<file path="config.mk">
export PLATFORM = sky130hd
export DESIGN_NAME = seq_shift_add_mult
export DESIGN_NICKNAME = d
export VERILOG_FILES = /design/src/rtl/seq_shift_add_mult_pkg.sv /design/src/rtl/mult_digit_step.sv /design/src/rtl/seq_shift_add_mult.sv
export SDC_FILE = /design/constraint.sdc
export NUM_CORES = 1
export LEC_CHECK = 0
export CAP_MARGIN = 40
export CORE_MARGIN = 2
export CORE_UTILIZATION = 35
export DETAILED_ROUTE_END_ITERATION = 10
export PLACE_DENSITY_LB_ADDON = 0.08
export RECOVER_POWER = 100
export SETUP_SLACK_MARGIN = 0.3
export SLEW_MARGIN = 10
export SYNTH_ARGS = -nofsm -noshare
export SYNTH_HDL_FRONTEND = slang
export SYNTH_HIERARCHICAL = 1
export SYNTH_SLANG_ARGS = --single-unit
</file>
<file path="constraint.sdc">
create_clock -name clk -period 4.9 [get_ports clk]
set_clock_uncertainty 0.1 [all_clocks]
set_input_delay 0.49 -clock clk [delete_from_list [all_inputs] [get_ports clk]]
set_output_delay 0.49 -clock clk [all_outputs]
set_load 0.01 [all_outputs]
</file>
<file path="src/rtl/seq_shift_add_mult_pkg.sv">
// -----------------------------------------------------------------------------
// seq_shift_add_mult_pkg
// Shared types and helpers for the iterative shift-and-add multiplier.
//   state_t     : controller states (IDLE, CALC, DONE)
//   MODE_INT    : unsigned integer product
//   MODE_CLMUL  : carry-less (GF(2)[x]) product
//   calc_digits : number of digit iterations N = W / K
// -----------------------------------------------------------------------------
package seq_shift_add_mult_pkg;

  typedef enum logic [1:0] {
    IDLE = 2'd0,
    CALC = 2'd1,
    DONE = 2'd2
  } state_t;

  localparam logic MODE_INT   = 1'b0;
  localparam logic MODE_CLMUL = 1'b1;

  function automatic int calc_digits(input int w, input int k);
    return w / k;
  endfunction

endpackage

</file>
<file path="src/rtl/mult_digit_step.sv">
// -----------------------------------------------------------------------------
// mult_digit_step
// Combinational single-digit step of the shift-and-add multiplier. Adds (or,
// in carry-less mode, XORs) the K-bit digit partial product into the upper
// accumulator half and shifts the whole accumulator right by K.
// Optional feature macro: SEQ_SHIFT_ADD_MULT_CLMUL_EN (builds the XOR path).
// Ports:
//   acc      in  2W+K : current accumulator
//   a        in  W    : multiplicand
//   digit    in  K    : next multiplier digit (LSB first)
//   mode     in  1    : MODE_INT / MODE_CLMUL
//   acc_next out 2W+K : accumulator after this step
// -----------------------------------------------------------------------------
module mult_digit_step
  import seq_shift_add_mult_pkg::*;
#(
  parameter int DATA_WIDTH  = 32,
  parameter int DIGIT_WIDTH = 1
) (
  input  logic [2*DATA_WIDTH+DIGIT_WIDTH-1:0] acc,
  input  logic [DATA_WIDTH-1:0]               a,
  input  logic [DIGIT_WIDTH-1:0]              digit,
  input  logic                                mode,
  output logic [2*DATA_WIDTH+DIGIT_WIDTH-1:0] acc_next
);

  localparam int W  = DATA_WIDTH;
  localparam int K  = DIGIT_WIDTH;
  localparam int HW = W + K;

  logic [HW-1:0] a_ext;
  logic [HW-1:0] d_ext;
  logic [HW-1:0] upper;
  logic [HW-1:0] pp_int;
  logic [HW-1:0] sum;

`ifdef SEQ_SHIFT_ADD_MULT_CLMUL_EN
  logic [HW-1:0] pp_cl;

  always_comb begin
    pp_cl = '0;
    for (int i = 0; i < K; i++) begin
      if (digit[i]) pp_cl = pp_cl ^ (a_ext << i);
    end
  end
`else
  logic unused_mode;
  assign unused_mode = mode;
`endif

  // The top K bits of acc are always zero after a shift, so the upper slice
  // (W+K bits) holds the (W)-bit high half plus headroom for the carry-out of
  // upper + a*digit, which is bounded by (2^W-1)*2^K.
  always_comb begin
    a_ext  = HW'(a);
    d_ext  = HW'(digit);
    upper  = acc[2*W+K-1:W];
    pp_int = a_ext * d_ext;
    sum    = upper + pp_int;
`ifdef SEQ_SHIFT_ADD_MULT_CLMUL_EN
    if (mode == MODE_CLMUL) sum = upper ^ pp_cl;
`endif
    acc_next = {sum, acc[W-1:0]} >> K;
  end

endmodule

</file>
<file path="src/rtl/seq_shift_add_mult.sv">
// -----------------------------------------------------------------------------
// seq_shift_add_mult
// Iterative shift-and-add multiplier consuming DIGIT_WIDTH multiplier bits per
// clock, with valid/ready handshakes on both sides. Fixed latency of
// N = DATA_WIDTH/DIGIT_WIDTH cycles from acceptance to result; DIGIT_WIDTH must
// divide DATA_WIDTH.
// Optional feature macro: SEQ_SHIFT_ADD_MULT_CLMUL_EN
//   defined   : mode selects integer (0) or carry-less (1) product
//   undefined : mode is ignored, every operation is an integer product
// Ports:
//   clk       in  1  : clock, rising edge
//   rst       in  1  : asynchronous active-high reset
//   in_valid  in  1  : operands and mode present
//   in_ready  out 1  : block can accept (decoded from state only)
//   a         in  W  : multiplicand
//   b         in  W  : multiplier
//   mode      in  1  : product mode
//   out_valid out 1  : result available (registered)
//   out_ready in  1  : consumer takes result
//   out       out 2W : product (registered, held until next acceptance)
// -----------------------------------------------------------------------------
module seq_shift_add_mult
  import seq_shift_add_mult_pkg::*;
#(
  parameter int DATA_WIDTH  = 32,
  parameter int DIGIT_WIDTH = 1
) (
  input  logic                      clk,
  input  logic                      rst,
  input  logic                      in_valid,
  output logic                      in_ready,
  input  logic [DATA_WIDTH-1:0]     a,
  input  logic [DATA_WIDTH-1:0]     b,
  input  logic                      mode,
  output logic                      out_valid,
  input  logic                      out_ready,
  output logic [2*DATA_WIDTH-1:0]   out
);

  localparam int W     = DATA_WIDTH;
  localparam int K     = DIGIT_WIDTH;
  localparam int N     = calc_digits(W, K);
  localparam int CNT_W = (N > 1) ? $clog2(N) : 1;
  localparam int ACC_W = 2 * W + K;

  state_t            state;
  logic [CNT_W-1:0]  cnt;
  logic [ACC_W-1:0]  acc_p0;
  logic [ACC_W-1:0]  acc_next;
  logic [W-1:0]      a_p0;
  logic [W-1:0]      b_sh_p0;
  logic              mode_eff;
  logic [2*W-1:0]    out_p1;
  logic              vld_p1;
  logic              accept;

  assign in_ready  = (state == IDLE);
  assign accept    = (state == IDLE) && in_valid;
  assign out       = out_p1;
  assign out_valid = vld_p1;

  // ---- operand capture: latched on acceptance, multiplier drains LSB first
  always_ff @(posedge clk) begin
    if (accept) begin
      a_p0    <= a;
      b_sh_p0 <= b;
    end else if (state == CALC) begin
      b_sh_p0 <= b_sh_p0 >> K;
    end
  end

`ifdef SEQ_SHIFT_ADD_MULT_CLMUL_EN
  logic mode_p0;

  always_ff @(posedge clk) begin
    if (accept) mode_p0 <= mode;
  end

  assign mode_eff = mode_p0;
`else
  logic unused_mode;
  assign unused_mode = mode;
  assign mode_eff    = MODE_INT;
`endif

  mult_digit_step #(
    .DATA_WIDTH  (W),
    .DIGIT_WIDTH (K)
  ) u_step (
    .acc      (acc_p0),
    .a        (a_p0),
    .digit    (b_sh_p0[K-1:0]),
    .mode     (mode_eff),
    .acc_next (acc_next)
  );

  // ---- controller, accumulator and result register
  always_ff @(posedge clk or posedge rst) begin
    if (rst) begin
      state  <= IDLE;
      cnt    <= '0;
      acc_p0 <= '0;
      out_p1 <= '0;
      vld_p1 <= 1'b0;
    end else begin
      case (state)
        IDLE: begin
          if (in_valid) begin
            state  <= CALC;
            cnt    <= '0;
            acc_p0 <= '0;
          end
        end
        CALC: begin
          acc_p0 <= acc_next;
          cnt    <= cnt + 1'b1;
          if (cnt == CNT_W'(N - 1)) begin
            state  <= DONE;
            out_p1 <= acc_next[2*W-1:0];
            vld_p1 <= 1'b1;
          end
        end
        DONE: begin
          if (out_ready) begin
            state  <= IDLE;
            vld_p1 <= 1'b0;
          end
        end
        default: state <= IDLE;
      endcase
    end
  end

endmodule

</file>
==> impl_metrics.json, run 1 <==
{
  "dr.pass1.iters": 4,
  "via_count": 6812,
  "insertion_delay_ns": 0.44,
  "cts-hold-fix-buffers": 0,
  "post_cts_gate_resize_count": 0,
  "die_area_um2": 29950,
  "p_per_area_nw_per_um2": 642.9,
  "detailedPlacementHpwl_um": 15090,
  "route.top_layer_used": "met4",
  "num_rows": 61,
  "worstPathMaxFanout": 14,
  "drt_drc_violations_left": 0,
  "failed_checks": "max-capacitance violations, max-slew violations",
  "antenna_found_initial": 2,
  "crit_path_end_kind": "register",
  "max_freq_ghz": 0.2613,
  "leakage_nw": 5.746,
  "place_ws_ns": 1.214,
  "hold_viol_final": 0,
  "port_buffers": 133,
  "die_y_um": 173.1,
  "final_cell_area_um2": 11860,
  "wire_length_of_the_first_global_routing_pass_um": 37590,
  "floorplan.initialDensity": 0.3581,
  "critical_path_class": "reg -> reg",
  "cts_max_path_buffers": 2,
  "vdd_ir_drop_max_v": 0.0002436,
  "vias_per_cell": 4.801,
  "cts_buffers": 17,
  "totalNegativeSetupSlack_ns": 0,
  "worst_path_largest_cell_delay_ns": 0.63,
  "crit_chain": "and2_0 -> ha_1 -> a21oi_1 -> nand4b_1 -> a211oi_1 -> o2111ai_1 -> nand3_1 -> a2111oi_0 -> or4_1 -> mux2_1",
  "largest_net_degree_at_the_start_of_global_routing": 77,
  "fin_util": 0.4244,
  "met3_wirelength_um": 724,
  "cts_max_level": 4,
  "outcome": "finished with violations",
  "rsz0062_at_grt": "false",
  "ios": 135,
  "max_slew_margin": -0.3053,
  "setup_slack_ns": 1.072,
  "drive_gt1_frac": 0.06641,
  "wire_per_inst_um": 15.80,
  "final_setup_fails": 0,
  "ys.warnings.count": 6,
  "cts_tree": "built",
  "crit_slowest_cell": "sky130_fd_sc_hd__edfxtp_1",
  "cts_setup_buffers": 0,
  "area_growth_pct": 18.51,
  "root_buffer": "sky130_fd_sc_hd__clkbuf_16",
  "clock_transition_at_the_registers_of_the_reported_paths_ns": 0.08,
  "synth_cells": 944,
  "worst-endpoint-arrival_ns": 4.03,
  "vias_in_the_first_global_route": 6978,
  "antenna_left": 0,
  "clk_sink_count": 200,
  "maxCapViolations": 2,
  "global_route.usage.total": 0.1547,
  "met2WireLength_um": 10020,
  "synthesis.nets": 1048,
  "totalWireLength_um": 22420,
  "critical_path.startpoint_type": "register",
  "worst-endpoint-required_ns": 5.10,
  "final_max_slew_viol_count": 147,
  "width_of_the_die_um": 173.1,
  "gp_routability_congestion": 0.8125,
  "final.min_clock_period_ns": 3.828,
  "design.final.nets": 1130,
  "post_synth_instance_area_um2": 10000,
  "avgSynthCellArea_um2": 10.60,
  "timing_worst_slew_pin_value_ns": 1.958,
  "fin_worst_hold_slack_ns": 0.3803,
  "timing.final.crit_share": 0.7812,
  "placedInstanceArea_um2": 11490,
  "worstHoldPathType": "reg -> reg",
  "detail_route.iter0.violations": 453,
  "gr-total-overflow": 0,
  "placeableCoreArea_um2": 27930,
  "met1_length_um": 11540
}
==> flip-flops by register name, indices dropped and copies added, names as in the netlist <==
name       cells
out           64
cnt            5
a_p0          32
b_sh_p0       32
out_valid      1
acc_p0        64
state          2
==> routing by layer <==
layer,track usage,vias to the layer above
met5,0,-
met4,0.03319,0
met3,0.02990,6
met2,0.2438,122
met1,0.2213,3317
li1,-,3367
==> report_power, final <==
| part | total [mW] | switching (mW) | internal (mW) |
|---|---|---|---|
| clock | 1.44 | 0.740 | 0.697 |
| combinational | 3.36 | 1.93 | 1.43 |
| sequential | 2.83 | 0.355 | 2.47 |
| total | 7.62 | 3.03 | 4.60 |
==> path summary, 6_finish.rpt <==
check	from	endpoint	slack [ns]	cells past startpoint
worst max-delay path	b_sh_p0[0]	out[62]	1.07	10
worst min-delay path	cnt[3]	cnt[3]	0.38	1
worst max register to register	b_sh_p0[0]	out[62]	1.07	10
worst min register to register	cnt[3]	cnt[3]	0.38	1
max in group asynchronous	rst	acc_p0[44]	1.91	4
min in group asynchronous	rst	out[30]	0.43	2
==> cells in the final DEF (no fill, tap or decap), types with 3 or more instances in the layout <==
master and n:
sky130_fd_sc_hd__a211oi_1 7, sky130_fd_sc_hd__a21o_1 17, sky130_fd_sc_hd__a21oi_1 31, sky130_fd_sc_hd__a31oi_1 7, sky130_fd_sc_hd__and2_0 8, sky130_fd_sc_hd__and2_1 29, sky130_fd_sc_hd__and3_1 9, sky130_fd_sc_hd__buf_4 4
sky130_fd_sc_hd__clkbuf_16 17, sky130_fd_sc_hd__clkbuf_2 4, sky130_fd_sc_hd__clkdlybuf4s50_1 34, sky130_fd_sc_hd__clkinv_8 4, sky130_fd_sc_hd__dfrtp_1 136, sky130_fd_sc_hd__dlygate4sd3_1 99, sky130_fd_sc_hd__edfxtp_1 64, sky130_fd_sc_hd__ha_1 34
sky130_fd_sc_hd__inv_1 9, sky130_fd_sc_hd__inv_8 3, sky130_fd_sc_hd__mux2_1 42, sky130_fd_sc_hd__mux2_2 15, sky130_fd_sc_hd__mux2_4 7, sky130_fd_sc_hd__nand2_1 253, sky130_fd_sc_hd__nand3_1 76, sky130_fd_sc_hd__nand4_1 7
sky130_fd_sc_hd__nor2_1 22, sky130_fd_sc_hd__nor2b_1 7, sky130_fd_sc_hd__o211ai_1 3, sky130_fd_sc_hd__o21ai_0 16, sky130_fd_sc_hd__xnor2_1 15, sky130_fd_sc_hd__xor2_1 14
==> critical path: cells and delay by family, from the launching register on <==
family          cells  cell delay [ns]
flops               1             0.63
simple gates        4             1.39
fa+ha+maj           1             0.29
compound gates      4             0.99
mux                 1             0.31
==> cell type report <==
class,instances,area [µm²]
inverters,10,38.79
flip-flops and latches,200,5325
fillers,2738,16080
well taps,378,473.0
repair buffers,145,1448
clock buffers,17,425.4
multi-input cells,652,3965
diodes,2,5.005
clock inverters,15,175.2
==> through the flow <==
stage	total power, mW	cells
after global placement	6.445	1381
after CTS	7.999	1417
after global routing	8.303	1419
final	7.622	1419
after floorplan	5.398	944
after detailed placement	6.514	1385
(Power assumes the default switching activity.)
==> run 2, diff against run 1 <==
- clock period: 4.9 -> 3.15 ns (I/O delays scaled with it)
==> impl_metrics.json, run 2 (same netlist as run 1, synthesis figures left out) <==
{
  "die_y_um": 173.1,
  "p_int_mw": 8.652,
  "root_buffer": "sky130_fd_sc_hd__clkbuf_16",
  "rsz0062_at_grt": "true",
  "cts_buffers": 17,
  "cts-hold-fix-buffers": 0,
  "final.min_clock_period_ns": 3.124,
  "cts_tree": "built",
  "detailedPlacementHpwl_um": 15560,
  "totalWireLength_um": 23620,
  "failed_checks": "max-capacitance violations, max-slew violations",
  "timing_worst_slew_pin_value_ns": 2.155,
  "vdd_ir_drop_max_v": 0.0004100,
  "antenna_left": 0,
  "final_setup_fails": 0,
  "cts_max_level": 4,
  "netSwitchingFraction": 0.3910,
  "worstPathMaxFanout": 8,
  "clock_transition_at_the_registers_of_the_reported_paths_ns": 0.09,
  "crit_slowest_cell": "sky130_fd_sc_hd__or4_4",
  "design.final.nets": 1207,
  "sum_of_buffers_and_inverters_on_the_critical_path": 3,
  "insertion_delay_ns": 0.44,
  "fin_worst_hold_slack_ns": 0.2964,
  "fin_util": 0.4788,
  "maxCapViolations": 2,
  "worst-endpoint-required_ns": 3.37,
  "leakage_nw": 6.432,
  "max_slew_margin": -0.4369,
  "worst-endpoint-arrival_ns": 3.34,
  "worst_path_largest_cell_delay_ns": 0.48,
  "dr.pass1.iters": 4,
  "wire_length_of_the_first_global_routing_pass_um": 38680,
  "mostFrequentLayoutCell": "sky130_fd_sc_hd__nand2_1",
  "worstHoldPathType": "in -> async",
  "critical_path_class": "reg -> reg",
  "gp_routability_congestion": 0.8067,
  "placeableCoreArea_um2": 27930,
  "cts_max_path_buffers": 2,
  "width_of_the_die_um": 173.1,
  "sequentialPowerShare": 0.313,
  "drt_drc_violations_left": 0,
  "power_frac_comb": 0.522,
  "vias_in_the_first_global_route": 7208,
  "layout_common_cells": "248 x sky130_fd_sc_hd__nand2_1, 136 x sky130_fd_sc_hd__dfrtp_1, 99 x sky130_fd_sc_hd__dlygate4sd3_1, 73 x sky130_fd_sc_hd__nand3_1, 68 x sky130_fd_sc_hd__buf_4",
  "crit_path_end_kind": "register",
  "die_area_um2": 29950,
  "vias_per_cell": 4.765,
  "global_route.usage.total": 0.1598,
  "num-fill-cells": 2624,
  "port_buffers": 133,
  "antenna_found_initial": 1,
  "detail_route.iter0.violations": 406,
  "setup.worst_path.start": "b_sh_p0[0]",
  "floorplan.initialDensity": 0.3581,
  "hold_viol_final": 0,
  "crit_chain": "buf_6 -> buf_12 -> and2_4 -> ha_4 -> a21o_1 -> nand3_1 -> o211ai_1 -> buf_4 -> o2111ai_4 -> nand3_4 -> and3_1 -> or4_4 -> mux2_4",
  "placed_cells": 1435,
  "via_count": 7124,
  "num_rows": 61,
  "largest_net_degree_at_the_start_of_global_routing": 100,
  "critical_path.startpoint_type": "register",
  "p_per_area_nw_per_um2": 1062,
  "max_freq_ghz": 0.3201,
  "final_max_slew_viol_count": 165,
  "timing.rr.start": "b_sh_p0[0]",
  "gr-total-overflow": 0,
  "crit_family": "simple AND/OR/NAND/NOR gates",
  "power_switching_mw": 5.555,
  "timing.final.crit_share": 0.9916,
  "drive_gt1_frac": 0.2473,
  "finalNonFillerCells": 1495,
  "ios": 135,
  "wire_per_inst_um": 15.80,
  "power_frac_clock": 0.165,
  "area_growth_pct": 33.71,
  "outcome": "finished with violations",
  "clk_sink_count": 200
}
## run 2: changes by cell type in the layout (fill, tap and decap cells not counted), moves of 9 or more
cell                      delta
sky130_fd_sc_hd__mux2_1     -37
sky130_fd_sc_hd__a21oi_1     -9
sky130_fd_sc_hd__ha_4       +14
sky130_fd_sc_hd__buf_4      +64
sky130_fd_sc_hd__and2_4     +11
sky130_fd_sc_hd__buf_6      +11
sky130_fd_sc_hd__ha_1       -17
sky130_fd_sc_hd__mux2_4     +42
## run 2: worst register-to-register path, stage by stage, from the launching register on
cell and delay [ns]:
sky130_fd_sc_hd__edfxtp_1 0.38, sky130_fd_sc_hd__buf_6 0.16, sky130_fd_sc_hd__buf_12 0.13, sky130_fd_sc_hd__and2_4 0.14, sky130_fd_sc_hd__ha_4 0.25, sky130_fd_sc_hd__a21o_1 0.19, sky130_fd_sc_hd__nand3_1 0.08, sky130_fd_sc_hd__o211ai_1 0.09
sky130_fd_sc_hd__buf_4 0.17, sky130_fd_sc_hd__o2111ai_4 0.25, sky130_fd_sc_hd__nand3_4 0.14, sky130_fd_sc_hd__and3_1 0.18, sky130_fd_sc_hd__or4_4 0.48, sky130_fd_sc_hd__mux2_4 0.27
## run 2: power by group through the flow
stage | clock network (mW) | logic, mW | registers, mW
2_1_floorplan | 0 | 4.03 | 4.46
3_3_place_gp | 0 | 6.25 | 4.48
3_5_place_dp | 0 | 6.32 | 4.48
4_1_cts | 2.44 | 7.20 | 4.47
5_1_grt | 2.54 | 8.19 | 4.59
6_report | 2.35 | 7.42 | 4.45
## run 2: what timing repair did
item	4_1_cts	5_1_grt
resized for setup	84	41
gates cloned	0	0
pin swaps	40	33
setup buffers	17	10
endpoints found under the setup margin	39	38
## run 2: cell type report
type,count,area [µm²],area share
flip-flops and latches,200,5325,0.3981
multi-input cells,652,4816,0.3601
repair buffers,222,2074,0.1551
well taps,378,473.0,0.03536
clock buffers,17,425.4,0.03181
clock inverters,15,220.2,0.01646
inverters,10,38.79,0.002900
diodes,1,2.502,0.0001871
## run 2: metrics by stage
step | instance area, µm² | total power [mW] | setup WS (ns) | TNS (ns)
detailed placement | 11940 | 10.80 | -0.2043 | -1.747
CTS | 13170 | 14.11 | 0.02785 | 0
floorplan | 10070 | 8.490 | 0.2122 | 0
global placement | 11940 | 10.72 | -0.1853 | -1.077
global route | 13380 | 15.32 | -0.1386 | -1.121
finish | 13380 | 14.21 | 0.02642 | 0
## run 2: final timing paths
check,slack (ns),cells after the start,endpoint
setup / recovery,0.03,13,out[62]
hold / removal,0.30,2,acc_p0[34]
setup reg to reg,0.03,13,out[62]
hold reg to reg,0.38,1,cnt[3]
max in group asynchronous,0.93,3,cnt[4]
min in group clk,0.38,1,cnt[3]
## run 2: layer usage
metal  vias to the layer above  wire (µm)  global-route usage
met5                         -          0                   0
met4                         0        297             0.04414
li1                       3517          -                   -
met1                      3452      11640              0.2270
met2                       137      10980              0.2548
met3                        18        708             0.02353
